--- src/rtl/fir_param_pipe.sv ---
// Transposed-form parameterised FIR with a writable coefficient file,
// a 1-cycle registered output and a selectable saturate/wrap output stage.
module fir_param_pipe #(
    parameter int DATA_W = 8,
    parameter int COEF_W = 8,
    parameter int TAPS   = 4,
    parameter int OUT_W  = 16
) (
    input  logic                     clk,
    input  logic                     reset,
    input  logic [DATA_W-1:0]        x,
    input  logic                     x_valid,
    input  logic                     coef_we,
    input  logic [$clog2(TAPS)-1:0]  coef_addr,
    input  logic [COEF_W-1:0]        coef_data,
    input  logic                     sat_en,
    input  logic                     flush,
    output logic [OUT_W-1:0]         y,
    output logic                     y_valid,
    output logic                     ovf
);

    localparam int ADDR_W = $clog2(TAPS);
    localparam int ACC_W  = DATA_W + COEF_W + ADDR_W;

    logic [COEF_W-1:0] c_r     [TAPS];
    logic [ACC_W-1:0]  r_r     [TAPS-1];
    logic [ACC_W-1:0]  r_nxt_s [TAPS-1];
    logic [ACC_W-1:0]  s_s;
    logic              ovf_s;
    logic              addr_ok_s;
    logic [OUT_W-1:0]  y_map_s;
    logic [OUT_W-1:0]  y_r;
    logic              y_valid_r;
    logic              ovf_r;

    function automatic logic [ACC_W-1:0] tap_mul(input logic [DATA_W-1:0] a,
                                                 input logic [COEF_W-1:0] b);
        return ACC_W'(a) * ACC_W'(b);
    endfunction

    // Next partial sums and the output sum for the current sample.
    always_comb begin
        for (int k = 0; k < TAPS - 2; k++) begin
            r_nxt_s[k] = tap_mul(x, c_r[k+1]) + r_r[k+1];
        end
        r_nxt_s[TAPS-2] = tap_mul(x, c_r[TAPS-1]);
        s_s = tap_mul(x, c_r[0]) + r_r[0];
    end

    // Output range check and saturate/wrap mapping.
    always_comb begin
        ovf_s   = ((s_s >> OUT_W) != '0);
        y_map_s = s_s[OUT_W-1:0];
        if (ovf_s && sat_en) begin
            y_map_s = '1;
        end else begin
            y_map_s = s_s[OUT_W-1:0];
        end
    end

    // Out-of-range indices are dropped; only reachable when TAPS is not a power of two.
    always_comb begin
        if (32'(coef_addr) < 32'(TAPS)) begin
            addr_ok_s = 1'b1;
        end else begin
            addr_ok_s = 1'b0;
        end
    end

    // Coefficient register file; flush leaves it untouched.
    always_ff @(posedge clk or negedge reset) begin
        if (!reset) begin
            for (int k = 0; k < TAPS; k++) begin
                c_r[k] <= '0;
            end
        end else begin
            for (int k = 0; k < TAPS; k++) begin
                if (coef_we && addr_ok_s && (coef_addr == ADDR_W'(k))) begin
                    c_r[k] <= coef_data;
                end
            end
        end
    end

    // Delay line, output register and sticky overflow; flush beats a sample.
    always_ff @(posedge clk or negedge reset) begin
        if (!reset) begin
            for (int k = 0; k < TAPS - 1; k++) begin
                r_r[k] <= '0;
            end
            y_r       <= '0;
            y_valid_r <= 1'b0;
            ovf_r     <= 1'b0;
        end else if (flush) begin
            for (int k = 0; k < TAPS - 1; k++) begin
                r_r[k] <= '0;
            end
            y_r       <= '0;
            y_valid_r <= 1'b0;
            ovf_r     <= 1'b0;
        end else if (x_valid) begin
            for (int k = 0; k < TAPS - 1; k++) begin
                r_r[k] <= r_nxt_s[k];
            end
            y_r       <= y_map_s;
            y_valid_r <= 1'b1;
            ovf_r     <= ovf_r | ovf_s;
        end else begin
            y_valid_r <= 1'b0;
        end
    end

    assign y       = y_r;
    assign y_valid = y_valid_r;
    assign ovf     = ovf_r;

endmodule

--- config.mk ---
export PLATFORM = sky130hd
export DESIGN_NAME = fir_param_pipe
export DESIGN_NICKNAME = d
export VERILOG_FILES = /design/src/rtl/fir_param_pipe.sv
export SDC_FILE = /design/constraint.sdc
export NUM_CORES = 1
export LEC_CHECK = 0
export ABC_AREA = 1
export CAP_MARGIN = 20
export CORE_MARGIN = 2
export CORE_UTILIZATION = 52
export DETAILED_ROUTE_END_ITERATION = 10
export MAX_ROUTING_LAYER = met4
export PLACE_DENSITY_LB_ADDON = 0.1
export SYNTH_ARGS = -nofsm -noshare
export SYNTH_HDL_FRONTEND = slang
export SYNTH_SLANG_ARGS = --single-unit
--- constraint.sdc ---
create_clock -name clk -period 7.03 [get_ports clk]
set_clock_uncertainty 0.15 [all_clocks]
set_input_delay 1.0545 -clock clk [delete_from_list [all_inputs] [get_ports clk]]
set_output_delay 1.0545 -clock clk [all_outputs]
set_load 0.03 [all_outputs]
# Word level (Yosys, flattened, before mapping)
# Cells that the tools add are included.
# op_classes
addsub	3
multipliers	4
eq_ne	3
mux	9
bitwise	1
n_reduce_logical	8
# ops
operator	n
$mux 54	2
$mul 8x8->16	4
$add 16x18->18	3
$mux 16	3
$reduce_bool 18->1	1
$logic_and 1x1->1	5
$eq 2x2->1 const B	2
$mux 1	4
$eq 2x1->1 const B	1
$logic_not 2->1	1
$reduce_bool 2->1	1
$or 1x1->1	1
# word_totals
register_bits	104
in_bits	24
wordCells	38

# Depth between registers and ports, before layout
# logic_depth
word_depth	7
mapped_depth	26
depth_no_buf	24

# Worst setup path after synthesis
# Ideal clock, no wire load.
# synth_path
path_kind	input -> register
start	in x[6]
end	reg y_r[12] (netlist: y[12])
setup_ps	117
arrival_ps	4809
path_slack_ps	1954
stages	21
path_buffers	2
cell_sequence	clkbuf_1 nand2_1 fa_1 inv_1 fa_1 fa_1 inv_1 fa_1 inv_1 ha_1 a21oi_1 nand3_2 nand2_1 nand3_1 nand2_1 nand2_2 nand2_4 buf_12 nand2_2 nand2_1 nand2_1
# synth_via
elab_chain_cells	7
# synth_rtl
element	line_no	rtl
start: declaration	11	input logic [DATA_W-1:0] x,
$mul 8x8->16 *	39	return ACC_W'(a) * ACC_W'(b);
$add 16x18->18 *	48	s_s = tap_mul(x, c_r[0]) + r_r[0];
$reduce_bool 18->1	53	ovf_s = ((s_s >> OUT_W) != '0);
$logic_and 1x1->1	55	if (ovf_s && sat_en) begin
$mux 16 *	55	
$mux 16 *	102	end else if (x_valid) begin
$mux 16 *	95	end else if (flush) begin
end signal: assignment	106	y_r <= y_map_s;
end: declaration	33	logic [OUT_W-1:0] y_r;
# Mark *: on every way between the ends. The rest lies on a longest branch, timed or not. The select of a mux whose other input is x is not followed.
# A chain may end at the register's enable or synchronous reset.

# Final worst setup path
# layout_path
start	in x[4]
end	reg y_r[4] (netlist: y[4])
# Same word-level chain as after synthesis.

==> out/results.ini <==
[detailed_routing]
remaining_drc_errors=0
routed_wirelength_mm=33.8
dr_total_vias=11290
vias_per_cell=5.06
wl_per_cell_um=15.1
drt_iter0_drc=689
dr.pass1.iters=5
antenna_left=0

[place]
port_buffers=41
dp_slack_ns=0.872
dp_hpwl_mm=26.2
routabilityCongestion=0.833

[logic_synthesis]
synth_top_cell_by_area=fa_1
yosys_warnings=0
seq_area_frac_synth=0.179
synthTopCellsByCount=inv_1 (525), nand2_1 (510), fa_1 (187)
postSynthAreaPerCell_um2=7.54
synth-seq-cells=102
ys_types=40
syn_area_um2=14200
synth_area_leaders=fa_1 (26%), dfrtp_1 (18%), inv_1 (14%)
syn_inst=1890
syn_nets=2256
yosys_most_used_dff=dfrtp_1
synth-edff-count=0
async_flop_share=1.00
synthDominantCellAreaShare=0.263
synth_most_common_cell=inv_1

[critical_path]
critPathRequiredTime_ns=7.15
rr_startpoint=c_r[26]$_DFFE_PN0P_
critPathKind=primary input to flop
r2r-end=y[4]$_DFFE_PN0P_
cp.arrival_ns=5.86
rr_worst_depth=19
endpoint_kind=flop
critical_path_peak_fanout=16
start_kind=primary input
rrSetupSlack_ns=2.34

[global_routing]
grt_max_degree=78
first_global_vias=11614
track_usage=0.265
antenna_found_initial=0
met1_usage=0.361
grt_first_pass_wirelength_mm=58.4
grt-ovfl-total=0
grt-busiest-layer=met2
grt.met3_usage=0.0233
use_met2=0.437

[power]
ir_drop_mv=0.190
finalPower_uw=5640
power.density_nw_per_um2=370
p_leak_uw=0.00920

[worst_hold_path]
worstHoldStart=y[6]$_DFFE_PN0P_
hp-class=flop to flop
hold_depth=2
holdPathEnd=y[6]$_DFFE_PN0P_

[sta]
fmax_mhz=174
maxSlewHeadroom=0.487
final-hold-violation-count=0
rsz0062_at_grt=false
worst_slack_ns=1.29
setup_viol=0
max_slew.worst_pin.slew_ns=0.768
min_period_over_period=0.817
layout_min_cycle_time_ns=5.74
setup-tns-final_ns=0
slew_violations=0

[floorplan]
start_util=0.529
die_y_um=170
pin_count=42
coreArea_um2=27000
fp-row-count=60
die-area_um2=28700
die_w_um=170

[clock_network]
root_buffer=clkbuf_16
clk_pin_slew_ns=0.08
insertion_delay_ns=0.39
postCtsSetupRepairBufs=0
clock-sinks=102
h-tree-depth=3
numCtsBuffers=9
ctsResizeCount=0
postCtsHoldBufs=0
cts_buffer_depth=2
cts_tree=yes

[flow_run]
max_cap_violations=0

[status]
status=completed

[cells_and_area]
area_growth_syn_to_layout_pct=7.11
drive_above_1_share=0.0317
fin_nets=2252
diodes=0

[cells in the final DEF (no fill, tap or decap), drive strengths merged]
master	count
clkinv	3
o21bai	7
xor2	6
a22o	2
a211oi	1
clkbuf	9
dfrtp	102
nor2	52
nand3b	2
a21oi	65
a32o	1
o22ai	9
nand2	525
a31oi	2
inv	533
and2	1
clkdlybuf4s50	40
o211ai	1
buf	18
nand3	38
nand4	4
clkinvlp	1
o31ai	1
nor3	7
o21a	3
xnor2	9
or2	1
o21ai	98
fa	187
a21o	2
ha	155
a21boi	6
[critical path, cell delays in order]
cell and delay [ns]:
clkdlybuf4s50_1 0.77, buf_4 0.38, nand2_1 0.07, inv_1 0.06, fa_1 0.43, fa_1 0.48
fa_1 0.54, inv_1 0.05, fa_1 0.47, inv_1 0.04, ha_1 0.33, nand2_1 0.08
nor2_1 0.11, nand2_1 0.07, nand3_2 0.11, nand2_1 0.08, nand2_1 0.07, nand2_1 0.05
nand2_1 0.10, nand2_2 0.09, nand2_4 0.21, nand2_1 0.08, nand2_1 0.07, nand2_1 0.06
[layout make-up]
class | count | area, µm²
Fill cell | 2602 | 11700
Multi-Input combinational cell | 1185 | 9410
Sequential cell | 102 | 2550
Inverter | 530 | 1990
Timing Repair Buffer | 58 | 568
Tap cell | 341 | 427
Clock buffer | 9 | 225
Clock inverter | 7 | 85.1
[layer usage]
metal,vias up,wire (µm)
met5,-,0
met4,0,515
met3,26,1660
met2,283,15700
met1,5463,15900
li1,5518,-
[kinds of logic after synthesis]
group,synth area share
AND/OR/NAND/NOR,0.176
buffers and inverters,0.161
adder cells (fa/ha/maj),0.399
AO/OA/AOI/OAI,0.0759
flip-flops,0.179
XOR/XNOR,0.00922
[state kept, by name, summed over array words and instances, names as in the netlist]
name	flops
ovf	1
c_r	32
y_valid	1
y	16
r_r	52
[how the worst max path moves through the flow]
| stage | slack (ns) | cells past startpoint | startpoint | endpoint |
|---|---|---|---|---|
| after floorplan | 1.95 | 21 | x[6] | y[12]$_DFFE_PN0P_ |
| after CTS | 1.25 | 24 | x[4] | y[1]$_DFFE_PN0P_ |
| final | 1.29 | 24 | x[4] | y[4]$_DFFE_PN0P_ |
| after detailed placement | 0.87 | 24 | x[4] | y[1]$_DFFE_PN0P_ |
| after global placement | 0.93 | 16 | x[6] | r_r[45]$_DFFE_PN0P_ |
| after global routing | 0.96 | 24 | x[4] | y[5]$_DFFE_PN0P_ |
[power breakdown]
| part | switching (µW) | total (µW) | internal, µW | leakage [µW] |
|---|---|---|---|---|
| Sequential | 146 | 866 | 720 | 0.00134 |
| Combinational | 2620 | 4230 | 1600 | 0.00771 |
| Clock | 293 | 550 | 257 | 0.000147 |
| Total | 3060 | 5640 | 2580 | 0.00920 |
[stage by stage]
stage / util / std cells / hold slack, ns / area (µm²)
6_report: 0.566 / 2232 / 0.329 / 15300
2_1_floorplan: - / 1890 / 0.299 / 14200
5_1_grt: 0.566 / 2232 / 0.353 / 15300
3_3_place_gp: 0.554 / 2215 / 0.311 / 14900
4_1_cts: 0.565 / 2231 / 0.335 / 15200
3_5_place_dp: 0.554 / 2215 / 0.314 / 14900
Power figures use the tool's default switching activity.
